--- config.mk ---
export PLATFORM = sky130hd
export DESIGN_NAME = trap_controller_flat
export DESIGN_NICKNAME = d
export VERILOG_FILES = /design/src/rtl/trap_pkg.sv /design/src/rtl/trap_controller_if.sv /design/src/rtl/trap_csr_file.sv /design/src/rtl/trap_controller.sv /design/src/flat_wrapper.sv
export SDC_FILE = /design/constraint.sdc
export NUM_CORES = 1
export LEC_CHECK = 0
export CORE_MARGIN = 8
export CORE_UTILIZATION = 48
export DETAILED_ROUTE_END_ITERATION = 12
export PLACE_DENSITY_LB_ADDON = 0.1
export SLEW_MARGIN = 20
export SYNTH_ARGS = -nofsm -noshare
export SYNTH_HDL_FRONTEND = slang
export SYNTH_SLANG_ARGS = --single-unit
--- constraint.sdc ---
create_clock -name clk -period 2.7 [get_ports clk]
set_input_delay 0.27 -clock clk [delete_from_list [all_inputs] [get_ports clk]]
set_output_delay 0.27 -clock clk [all_outputs]
set_load 0.1 [all_outputs]
--- src/rtl/trap_pkg.sv ---
// Shared constants and types for the machine-mode trap controller:
// CSR map, FSM and pc_sel encodings, excep_info field bounds and reset values.
package trap_pkg;

  localparam logic [11:0] CSR_MSTATUS = 12'h300;
  localparam logic [11:0] CSR_MTVEC   = 12'h305;
  localparam logic [11:0] CSR_MEPC    = 12'h341;
  localparam logic [11:0] CSR_MCAUSE  = 12'h342;
  localparam logic [11:0] CSR_MIP     = 12'h344;

  typedef enum logic [1:0] {
    ST_IDLE     = 2'd0,
    ST_REDIRECT = 2'd1,
    ST_RETURN   = 2'd2
  } trap_state_e;

  typedef enum logic [1:0] {
    PC_SEL_NORMAL = 2'b00,
    PC_SEL_TRAP   = 2'b01,
    PC_SEL_RETURN = 2'b10
  } pc_sel_e;

  // excep_info = {cause_type, mcause, mstatus_hint, mret}
  localparam int EI_CAUSE_TYPE_BIT = 31;
  localparam int EI_MCAUSE_HI      = 30;
  localparam int EI_MCAUSE_LO      = 24;
  localparam int EI_HINT_HI        = 23;
  localparam int EI_HINT_LO        = 16;
  localparam int EI_MRET_HI        = 15;
  localparam int EI_MRET_LO        = 0;

  localparam int MIP_MEIP_BIT = 11;

  localparam logic [15:0] MTVEC_RST_DEF    = 16'h0060;
  localparam logic [15:0] MAX_ROM_SIZE_DEF = 16'h007c;
  localparam logic [31:0] MSTATUS_RST      = 32'h0000_0001;

endpackage

--- src/rtl/trap_controller_if.sv ---
// Bundle of exception-verifier, decoder, CSR and pipeline-control signals
// shared between the trap controller (slave) and its environment (master).
interface trap_controller_if;
  import trap_pkg::*;

  logic        exception;
  logic        interrup;
  logic [31:0] excep_info;
  logic [15:0] pc_curr;
  logic        mret_instr;
  logic        irq_ext;
  logic        csr_we;
  logic [11:0] csr_addr;
  logic [31:0] csr_wdata;
  logic [31:0] csr_rdata;
  logic [31:0] mstatus;
  logic [31:0] mip;
  pc_sel_e     pc_sel;
  logic [15:0] trap_pc;
  logic        flush;
  logic        stall;

  modport master (
    output exception, interrup, excep_info, pc_curr, mret_instr, irq_ext,
           csr_we, csr_addr, csr_wdata,
    input  csr_rdata, mstatus, mip, pc_sel, trap_pc, flush, stall
  );

  modport slave (
    input  exception, interrup, excep_info, pc_curr, mret_instr, irq_ext,
           csr_we, csr_addr, csr_wdata,
    output csr_rdata, mstatus, mip, pc_sel, trap_pc, flush, stall
  );

endinterface

--- src/rtl/trap_csr_file.sv ---
// Machine-mode CSR storage: trap capture, software writes with alignment and
// ROM-range filtering on mtvec/mepc, live external-interrupt bit, read mux.
module trap_csr_file
  import trap_pkg::*;
#(
  parameter logic [15:0] MTVEC_RST    = MTVEC_RST_DEF,
  parameter logic [15:0] MAX_ROM_SIZE = MAX_ROM_SIZE_DEF
) (
  input  logic        clk,
  input  logic        rst,
  input  logic        wr_en_i,
  input  logic [11:0] addr_i,
  input  logic [31:0] wdata_i,
  input  logic        trap_en_i,
  input  logic [31:0] trap_mepc_i,
  input  logic [31:0] trap_mcause_i,
  input  logic        mstatus_set_i,
  input  logic        irq_ext_i,
  output logic [31:0] rdata_o,
  output logic [31:0] mstatus_o,
  output logic [31:0] mtvec_o,
  output logic [31:0] mepc_o,
  output logic [31:0] mip_o
);

  logic [31:0] mstatus_q, mstatus_d;
  logic [31:0] mtvec_q, mtvec_d;
  logic [31:0] mepc_q, mepc_d;
  logic [31:0] mcause_q, mcause_d;
  logic [31:0] mip_q, mip_d;
  logic        addr_legal;

  assign addr_legal = (wdata_i <= {16'h0, MAX_ROM_SIZE});

  // NOTE: every _d gets its hold value first so no path leaves it unassigned (no latch).
  always_comb begin
    mstatus_d = mstatus_q;
    mtvec_d   = mtvec_q;
    mepc_d    = mepc_q;
    mcause_d  = mcause_q;
    mip_d     = mip_q;
    if (trap_en_i) begin
      mepc_d    = trap_mepc_i;
      mcause_d  = trap_mcause_i;
      mstatus_d = '0;
    end else if (mstatus_set_i) begin
      mstatus_d = MSTATUS_RST;
    end else if (wr_en_i) begin
      case (addr_i)
        CSR_MSTATUS: mstatus_d = wdata_i;
        CSR_MTVEC:   if (addr_legal) mtvec_d = {wdata_i[31:2], 2'b00};
        CSR_MEPC:    if (addr_legal) mepc_d = {wdata_i[31:2], 2'b00};
        CSR_MCAUSE:  mcause_d = wdata_i;
        CSR_MIP:     mip_d = wdata_i;
        default:     ;
      endcase
    end
    mip_d[MIP_MEIP_BIT] = irq_ext_i;
  end

  // NOTE: synchronous active-low reset; state uses non-blocking assignments only.
  always_ff @(posedge clk) begin
    if (!rst) begin
      mstatus_q <= MSTATUS_RST;
      mtvec_q   <= {16'h0, MTVEC_RST};
      mepc_q    <= '0;
      mcause_q  <= '0;
      mip_q     <= '0;
    end else begin
      mstatus_q <= mstatus_d;
      mtvec_q   <= mtvec_d;
      mepc_q    <= mepc_d;
      mcause_q  <= mcause_d;
      mip_q     <= mip_d;
    end
  end

  always_comb begin
    case (addr_i)
      CSR_MSTATUS: rdata_o = mstatus_q;
      CSR_MTVEC:   rdata_o = mtvec_q;
      CSR_MEPC:    rdata_o = mepc_q;
      CSR_MCAUSE:  rdata_o = mcause_q;
      CSR_MIP:     rdata_o = mip_q;
      default:     rdata_o = '0;
    endcase
  end

  assign mstatus_o = mstatus_q;
  assign mtvec_o   = mtvec_q;
  assign mepc_o    = mepc_q;
  assign mip_o     = mip_q;

endmodule

--- src/rtl/trap_controller.sv ---
// Trap sequencer: arbitrates exception > interrupt > mret > CSR write in IDLE
// and drives a one-cycle pipeline redirect to mtvec or back to mepc.
module trap_controller
  import trap_pkg::*;
#(
  parameter logic [15:0] MTVEC_RST    = MTVEC_RST_DEF,
  parameter logic [15:0] MAX_ROM_SIZE = MAX_ROM_SIZE_DEF
) (
  input  logic              clk,
  input  logic              rst,
  trap_controller_if.slave  bus
);

  trap_state_e state_q, state_d;
  logic        csr_wr_en;
  logic        trap_en;
  logic [31:0] trap_mepc;
  logic [31:0] trap_mcause;
  logic        mstatus_set;
  logic [31:0] mstatus, mtvec, mepc;
  logic        mie_on, mie_off;
  logic        unused_bits;

  assign mie_on  = (mstatus == 32'h1);
  assign mie_off = (mstatus == 32'h0);
  assign unused_bits = ^{bus.excep_info[EI_HINT_HI:EI_HINT_LO], mtvec[31:16], mepc[31:16]};

  trap_csr_file #(
    .MTVEC_RST   (MTVEC_RST),
    .MAX_ROM_SIZE(MAX_ROM_SIZE)
  ) u_csr (
    .clk          (clk),
    .rst          (rst),
    .wr_en_i      (csr_wr_en),
    .addr_i       (bus.csr_addr),
    .wdata_i      (bus.csr_wdata),
    .trap_en_i    (trap_en),
    .trap_mepc_i  (trap_mepc),
    .trap_mcause_i(trap_mcause),
    .mstatus_set_i(mstatus_set),
    .irq_ext_i    (bus.irq_ext),
    .rdata_o      (bus.csr_rdata),
    .mstatus_o    (mstatus),
    .mtvec_o      (mtvec),
    .mepc_o       (mepc),
    .mip_o        (bus.mip)
  );

  assign bus.mstatus = mstatus;

  always_ff @(posedge clk) begin
    if (!rst) state_q <= ST_IDLE;
    else      state_q <= state_d;
  end

  always_comb begin
    state_d     = ST_IDLE;
    csr_wr_en   = 1'b0;
    trap_en     = 1'b0;
    trap_mepc   = '0;
    trap_mcause = '0;
    mstatus_set = 1'b0;
    bus.pc_sel  = PC_SEL_NORMAL;
    bus.trap_pc = '0;
    bus.flush   = 1'b0;
    bus.stall   = 1'b0;
    case (state_q)
      ST_IDLE: begin
        if (mie_on && bus.exception) begin
          trap_en     = 1'b1;
          trap_mepc   = {16'h0, bus.excep_info[EI_MRET_HI:EI_MRET_LO]};
          trap_mcause = {bus.excep_info[EI_CAUSE_TYPE_BIT], 24'h0,
                         bus.excep_info[EI_MCAUSE_HI:EI_MCAUSE_LO]};
          state_d     = ST_REDIRECT;
        end else if (mie_on && bus.interrup) begin
          trap_en     = 1'b1;
          trap_mepc   = {16'h0, bus.pc_curr};
          trap_mcause = {1'b1, 24'h0, bus.excep_info[EI_MCAUSE_HI:EI_MCAUSE_LO]};
          state_d     = ST_REDIRECT;
        end else if (mie_off && bus.mret_instr) begin
          state_d = ST_RETURN;
        end else begin
          csr_wr_en = bus.csr_we;
        end
      end
      ST_REDIRECT: begin
        bus.pc_sel  = PC_SEL_TRAP;
        bus.trap_pc = mtvec[15:0];
        bus.flush   = 1'b1;
        bus.stall   = 1'b1;
      end
      ST_RETURN: begin
        bus.pc_sel  = PC_SEL_RETURN;
        bus.trap_pc = mepc[15:0];
        bus.flush   = 1'b1;
        bus.stall   = 1'b1;
        mstatus_set = 1'b1;
      end
      default: state_d = ST_IDLE;
    endcase
  end

endmodule

--- src/flat_wrapper.sv ---
// flat-port wrapper written by rule: the top's interface ports become plain ports
module trap_controller_flat import trap_pkg::*;
#(
  parameter logic [15:0] MTVEC_RST    = MTVEC_RST_DEF,
  parameter logic [15:0] MAX_ROM_SIZE = MAX_ROM_SIZE_DEF
)
  (clk, rst, bus_exception, bus_interrup, bus_excep_info, bus_pc_curr, bus_mret_instr, bus_irq_ext, bus_csr_we, bus_csr_addr, bus_csr_wdata, bus_csr_rdata, bus_mstatus, bus_mip, bus_pc_sel, bus_trap_pc, bus_flush, bus_stall);
  trap_controller_if bus_i ();
  input  logic clk;
  input  logic rst;
  input wire logic [$bits(bus_i.exception)-1:0] bus_exception;
  input wire logic [$bits(bus_i.interrup)-1:0] bus_interrup;
  input wire logic [$bits(bus_i.excep_info)-1:0] bus_excep_info;
  input wire logic [$bits(bus_i.pc_curr)-1:0] bus_pc_curr;
  input wire logic [$bits(bus_i.mret_instr)-1:0] bus_mret_instr;
  input wire logic [$bits(bus_i.irq_ext)-1:0] bus_irq_ext;
  input wire logic [$bits(bus_i.csr_we)-1:0] bus_csr_we;
  input wire logic [$bits(bus_i.csr_addr)-1:0] bus_csr_addr;
  input wire logic [$bits(bus_i.csr_wdata)-1:0] bus_csr_wdata;
  output wire logic [$bits(bus_i.csr_rdata)-1:0] bus_csr_rdata;
  output wire logic [$bits(bus_i.mstatus)-1:0] bus_mstatus;
  output wire logic [$bits(bus_i.mip)-1:0] bus_mip;
  output wire logic [$bits(bus_i.pc_sel)-1:0] bus_pc_sel;
  output wire logic [$bits(bus_i.trap_pc)-1:0] bus_trap_pc;
  output wire logic [$bits(bus_i.flush)-1:0] bus_flush;
  output wire logic [$bits(bus_i.stall)-1:0] bus_stall;
  assign bus_i.exception = bus_exception;
  assign bus_i.interrup = bus_interrup;
  assign bus_i.excep_info = bus_excep_info;
  assign bus_i.pc_curr = bus_pc_curr;
  assign bus_i.mret_instr = bus_mret_instr;
  assign bus_i.irq_ext = bus_irq_ext;
  assign bus_i.csr_we = bus_csr_we;
  assign bus_i.csr_addr = bus_csr_addr;
  assign bus_i.csr_wdata = bus_csr_wdata;
  assign bus_csr_rdata = bus_i.csr_rdata;
  assign bus_mstatus = bus_i.mstatus;
  assign bus_mip = bus_i.mip;
  assign bus_pc_sel = bus_i.pc_sel;
  assign bus_trap_pc = bus_i.trap_pc;
  assign bus_flush = bus_i.flush;
  assign bus_stall = bus_i.stall;
  trap_controller #(.MTVEC_RST(MTVEC_RST), .MAX_ROM_SIZE(MAX_ROM_SIZE)) u_core (.clk(clk), .rst(rst), .bus(bus_i));
endmodule
==> flow_summary.yaml, run 1 <==
run_status:
  outcome: "completed"
timing:
  setup_viol: 0
  drv_slew: 0
  fin_crit_ns: 2.63
  relSlewSlack_pct: 51.5
  worst_slew_pin_slew_ns: 0.724
  tns_ns: 0
  hold_viol: 0
  skew_ns: 0.0121
  maxClockFrequency_mhz: 381
  hold_slack_ns: 0.332
  rsz0062_at_grt: "no"
  fin_crit_sh_pct: 97.3
pwr:
  p_per_area_nw_per_um2: 579
  ir_drop_mv: 0.452
  p_leak_nw: 4.50
cells_and_area:
  area_growth_pct: 50.9
  n_antenna_cell: 0
  drive_above_1_share_pct: 23.5
  fin_util_pct: 73.1
  nFillCells: 1087
  stdcell_count: 1218
  final_nets: 1121
clocking:
  cts.path.max_buffers: 2
  cts_buffers: 17
  cts_root_buf: "clkbuf_16"
  ctsHoldBuffers: 0
  cts_tree: "yes"
  cts_max_level: 4
  clk_pin_slew_ns: 0.06
  worst_skew_pair.late_latency_ns: 0.42
  cts.sinks: 160
global_routing:
  grt_util_all_layers_pct: 27.4
  grt_max_degree: 37
  grt_first_pass_wirelength_mm: 42.5
  grt-ovfl-total: 0
  antenna_found_initial: 0
  grt_pass1_vias: 7627
setup_path:
  critPathMaxStageDelay_ns: 0.61
  ff2ff_path_depth: 9
  reg2reg_from: "u_core.u_csr.mstatus_o[24]"
  cp.required_ns: 2.43
  cp_slowest_cell: "or4b_4"
  ff2ff_setup_slack_ns: 0.14
  worstReg2RegEnd: "u_core.u_csr.mcause_q[1]"
  crit_fanout: 24
  crit_path_start_kind: "input pin"
  crit_path_end_kind: "output pin"
  cp.arrival_ns: 2.36
  path_cells: "clkdlybuf4s50_1 -> or4b_4 -> nor3_4 -> buf_6 -> a22oi_1 -> nand2_1 -> buf_12"
  worst-setup-path-type: "input pin to output pin"
synthesis:
  ys.flop_type: "dfxtp_1"
  synthCells: 800
  synth_seq_area_share_pct: 44.0
  syn-num-nets: 904
  async_flop_share_pct: 0
  syn_area_um2: 7280
  synth_edf_count: 0
  ys_warn_count: 0
  synth.distinct_cells: 42
  synth-seq-cells: 160
  syn_avg_cell_area_um2: 9.10
min_path:
  hold_path_class: "input pin to flop"
  min_from: "rst"
  hold_depth: 2
  holdPathEnd: "u_core.u_csr.mtvec_o[6]"
drt:
  dr_total_vias: 7583
  wl_mm: 27.5
  wl_per_cell_um: 22.6
  drc: 0
  postRouteAntennaNets: 0
  routed_via_density: 6.23
  drt-pass1-iter-count: 6
  drt_iter0_markers: 1026
die:
  die_h_um: 139
  fp.coreArea_um2: 15000
  rows: 45
  die_w_um: 139
  io_pins: 215
  dieArea_um2: 19400
  start_util_pct: 48.4
place:
  dp.cells: 1185
  hpwl_mm: 19.6
  place.gp.congestion: 0.969
  portBuffers: 206
flow_run:
  drv_cap: 0
==> report_power, final <==
| group | internal, mW | switching, mW |
|---|---|---|
| combinational | 0.510 | 0.681 |
| clock | 1.62 | 1.03 |
| sequential | 2.44 | 0.0810 |
| total | 4.57 | 1.79 |
==> layer usage <==
metal	share of wire, %	GRT usage, %	wire length [um]
met2	47	45.1	13000
met1	40	34.0	11100
met3	9.9	7.06	2720
met4	2.6	10.2	709
met5	0	0	0
==> worst max-delay path by stage <==
stage | to | slack [ns] | cells past startpoint | from
floorplan | bus_trap_pc[10] | -0.13 | 4 | u_core.state_q[0]
global placement | u_core.u_csr.mepc_o[8] | -0.005 | 9 | bus_csr_addr[7]
detailed placement | u_core.u_csr.mepc_o[15] | -0.02 | 9 | bus_csr_addr[7]
CTS | u_core.u_csr.mcause_q[1] | 0.04 | 8 | u_core.u_csr.mstatus_o[1]
global route | u_core.u_csr.mcause_q[6] | 0.007 | 9 | u_core.u_csr.mstatus_o[24]
finish | bus_csr_rdata[21] | 0.07 | 7 | bus_csr_addr[7]
==> layout make-up <==
class | instances | area (um2) | area share, %
clock buffer | 19 | 453 | 4.12
clock inverter | 13 | 198 | 1.80
inverter | 4 | 15.0 | 0.137
multi-input combinational | 562 | 3880 | 35.3
sequential | 160 | 3200 | 29.2
tap | 188 | 235 | 2.14
timing repair buffer | 272 | 3000 | 27.3
==> synthesized netlist by cell type, types with 4 or more instances <==
cell	count	share of area [%]
and3_1	46	4.0
a31oi_1	16	1.4
nand3_1	16	1.1
and2_1	4	0.34
buf_2	5	0.34
nor2_1	11	0.57
clkbuf_1	62	3.2
nor2b_1	83	7.1
dfxtp_1	160	44
a222oi_1	32	4.4
nand4_1	7	0.60
nand2_1	119	6.1
a22oi_1	70	7.2
and4_1	4	0.48
inv_1	4	0.21
mux2_1	7	1.1
buf_4	5	0.52
nor4_1	14	1.2
a22o_1	14	1.7
a21oi_1	32	2.2
o211a_1	14	1.9
mux2i_1	44	6.1
ha_1	5	0.86
==> kinds of logic (layout without fill, tap and decap cells) <==
| kind of cell | count (synthesis) | count (layout) | share of synthesized area, % |
|---|---|---|---|
| AOI/OAI and AO/OA | 185 | 185 | 19.8 |
| adders and majority gates | 5 | 5 | 0.860 |
| DFF | 160 | 160 | 44.0 |
| buffers and inverters | 78 | 308 | 4.37 |
| and+or+nand+nor | 321 | 321 | 23.8 |
| muxes | 51 | 51 | 7.13 |
==> placed cells by master (no fill, tap or decap), types with 6 or more instances in the layout <==
| master | instances |
|---|---|
| nand2_1 | 119 |
| nand4_1 | 7 |
| buf_12 | 58 |
| mux2i_1 | 44 |
| nor2b_2 | 6 |
| a22oi_1 | 70 |
| a31oi_1 | 16 |
| a22o_1 | 14 |
| nor2_1 | 11 |
| clkbuf_16 | 17 |
| nand3_1 | 16 |
| nor4_1 | 13 |
| buf_4 | 121 |
| a21oi_1 | 32 |
| nor2b_4 | 9 |
| dfxtp_1 | 159 |
| mux2_1 | 7 |
| a222oi_1 | 32 |
| clkdlybuf4s50_1 | 89 |
| nor2b_1 | 68 |
| o211a_1 | 14 |
| and3_1 | 45 |
==> sequential cells by signal, summed over array words and instances, names as in the netlist <==
| signal | count |
|---|---|
| u_core.u_csr.mstatus_o | 32 |
| u_core.u_csr.mepc_o | 32 |
| u_core.state_q | 2 |
| u_core.u_csr.mcause_q | 32 |
| u_core.u_csr.mip_o | 32 |
| u_core.u_csr.mtvec_o | 30 |
==> metrics by stage <==
step	instance area [um2]	power [mW]	setup slack, ns
floorplan	7360	3.22	-0.130
global placement	10300	3.70	-0.00476
detailed placement	10300	3.73	-0.0238
CTS	11000	6.34	0.0409
global route	11000	6.54	0.00662
finish	11000	6.36	0.0740
==> worst max-delay path, delay by kind of cell <==
| kind | cells | cell delay (ns) |
|---|---|---|
| simple gates | 3 | 1.04 |
| buf+inv | 3 | 0.90 |
| compound gates | 1 | 0.12 |
==> timing repair <==
| item | 4_1_cts | 5_1_grt |
|---|---|---|
| resized for setup | 2 | 3 |
| pin swaps | 0 | 1 |
| cloned | 0 | 0 |
| endpoints found under the setup margin | 1 | 23 |
| setup buffers | 0 | 1 |
(Power assumes the default switching activity.)
==> inputs of run 2 (changes only) <==
CORE_UTILIZATION = 47   (was 48)
==> run 2 against run 1 <==
- cell area up 0.55%
- power down 4.1%
- core utilization down 0.15 points
- fmax down 0.68%
- via count about the same
- combinational power about the same
- final cell count up 0.82%
- worst hold slack worse by 0.13 ns
- worst setup slack worse by 0.018 ns
- clock-buffer cell count up 1
- sequential power about the same
==> flow_summary.yaml, run 2 (same netlist as run 1, synthesis figures left out) <==
timing:
  worst_slack_ns: 0.0560
  fin_crit_ns: 2.64
  maxClockFrequency_mhz: 378
  fin_crit_sh_pct: 97.9
  rsz0062_at_grt: "yes"
  hold_viol: 0
  relSlewSlack_pct: 54.9
  skew_ns: 0.00790
  setup_viol: 0
  hold_slack_ns: 0.202
  drv_slew: 0
  worst_slew_pin_slew_ns: 0.673
  tns_ns: 0
drt:
  drt-pass1-iter-count: 8
  routed_via_density: 6.17
  drc: 0
  drt_iter0_markers: 863
  dr_total_vias: 7580
  wl_mm: 28.2
  wl_per_cell_um: 22.9
  postRouteAntennaNets: 0
setup_path:
  crit_fanout: 11
  crit_path_end_kind: "output pin"
  cp_slowest_cell: "or4b_4"
  cp.arrival_ns: 2.37
  cpMostUsedCell: "buf_12"
  crit_path_start_kind: "input pin"
  cp.required_ns: 2.43
  path_cells: "clkdlybuf4s50_1 -> or4b_4 -> buf_6 -> nor3_4 -> buf_12 -> buf_8 -> a22oi_1 -> nand2_1 -> buf_12"
  worst-setup-path-type: "input pin to output pin"
  critPathMaxStageDelay_ns: 0.60
run_status:
  outcome: "completed"
place:
  portBuffers: 206
  pre_cts_slack_ns: -0.0724
  place.gp.congestion: 0.871
  place_area_um2: 10400
  hpwl_mm: 20.0
clocking:
  ctsHoldBuffers: 0
  cts.path.max_buffers: 2
  cts_root_buf: "clkbuf_16"
  cts.sinks: 160
  clk_pin_slew_ns: 0.06
  cts_max_level: 4
  cts_tree: "yes"
  cts_buffers: 17
  worst_skew_pair.late_latency_ns: 0.43
global_routing:
  grt_max_degree: 57
  grt.busiest_layer: "met2"
  grt_use_met1_pct: 33.7
  grt_util_all_layers_pct: 27.7
  grt_first_pass_wirelength_mm: 43.2
  grtUsageMet2_pct: 45.0
  met3_usage_pct: 7.75
  grt_pass1_vias: 7723
  antenna_found_initial: 0
  grt-ovfl-total: 0
pwr:
  p_leak_nw: 4.53
  p_per_area_nw_per_um2: 552
  ir_drop_mv: 0.502
die:
  die_w_um: 140
  fp.coreArea_um2: 15100
  rows: 45
  dieArea_um2: 19700
  start_util_pct: 48.1
  die_h_um: 140
  io_pins: 215
cells_and_area:
  mostFrequentLayoutCells: "dfxtp_1 (159), buf_4 (127), nand2_1 (119)"
  n_antenna_cell: 0
  fin_area_um2: 11000
  area_growth_pct: 51.7
  fin_util_pct: 72.9
  final_common_cell: "dfxtp_1"
  drive_above_1_share_pct: 24.2
  nFillCells: 1074
  final_nets: 1131
flow_run:
  drv_cap: 0
min_path:
  hold_path_class: "input pin to flop"
## run 2: cell count changes in the layout (fill, tap and decap cells not counted), moves of 2 or more
cell	previous run	this run
bufinv_16	4	1
buf_4	121	127
buf_12	58	60
buf_8	0	2
## run 2: routing by layer
metal | part of all wire, % | vias up | routed length, um
met3 | 9.6 | 61 | 2700
li1 | - | 3400 | -
met2 | 48 | 478 | 13400
met5 | 0 | - | 0
met1 | 40 | 3641 | 11200
met4 | 2.9 | 0 | 826
## run 2: worst paths after layout
check	cells past startpoint	start	to	slack (ns)
setup / recovery	9	bus_csr_addr[5]	bus_csr_rdata[5]	0.06
hold / removal	3	rst	u_core.state_q[1]	0.20
setup reg to reg	8	u_core.u_csr.mstatus_o[1]	u_core.u_csr.mcause_q[5]	0.12
hold reg to reg	2	u_core.u_csr.mcause_q[31]	u_core.u_csr.mcause_q[31]	0.47
## run 2: area by class of cell
cell class	instances	area (um2)	share of cell area (%)
clock buffers	20	457	4.14
clock inverters	12	121	1.10
inverters	4	15.0	0.136
multi-input cells	562	3880	35.2
flip-flops and latches	160	3200	29.0
well taps	188	235	2.13
repair buffers	282	3130	28.3
## run 2: critical path, delay by kind of cell
| kind | cells | cell delay, ns |
|---|---|---|
| AOI/OAI and AO/OA | 1 | 0.11 |
| buffers and inverters | 5 | 1.06 |
| and+or+nand+nor | 3 | 0.91 |
## run 2: repair_timing
item                       in CTS  in global routing
setup endpoints to repair       8                 62
gates resized for setup         2                  7
cloned                          0                  1
pin swaps                       1                  0
buffers inserted                0                  2
## run 2: per-stage QoR
| step | power [mW] | cells |
|---|---|---|
| 2_1_floorplan | 3.22 | 800 |
| 3_3_place_gp | 3.71 | 1193 |
| 3_5_place_dp | 3.74 | 1193 |
| 4_1_cts | 6.07 | 1225 |
| 5_1_grt | 6.28 | 1228 |
| 6_report | 6.10 | 1228 |
## run 2: where the power goes
| group | switching [mW] | leakage [nW] | internal [mW] | total, mW |
|---|---|---|---|---|
| Combinational | 0.692 | 2.96 | 0.514 | 1.21 |
| Sequential | 0.0799 | 1.29 | 2.44 | 2.52 |
| Clock | 1.03 | 0.276 | 1.34 | 2.37 |
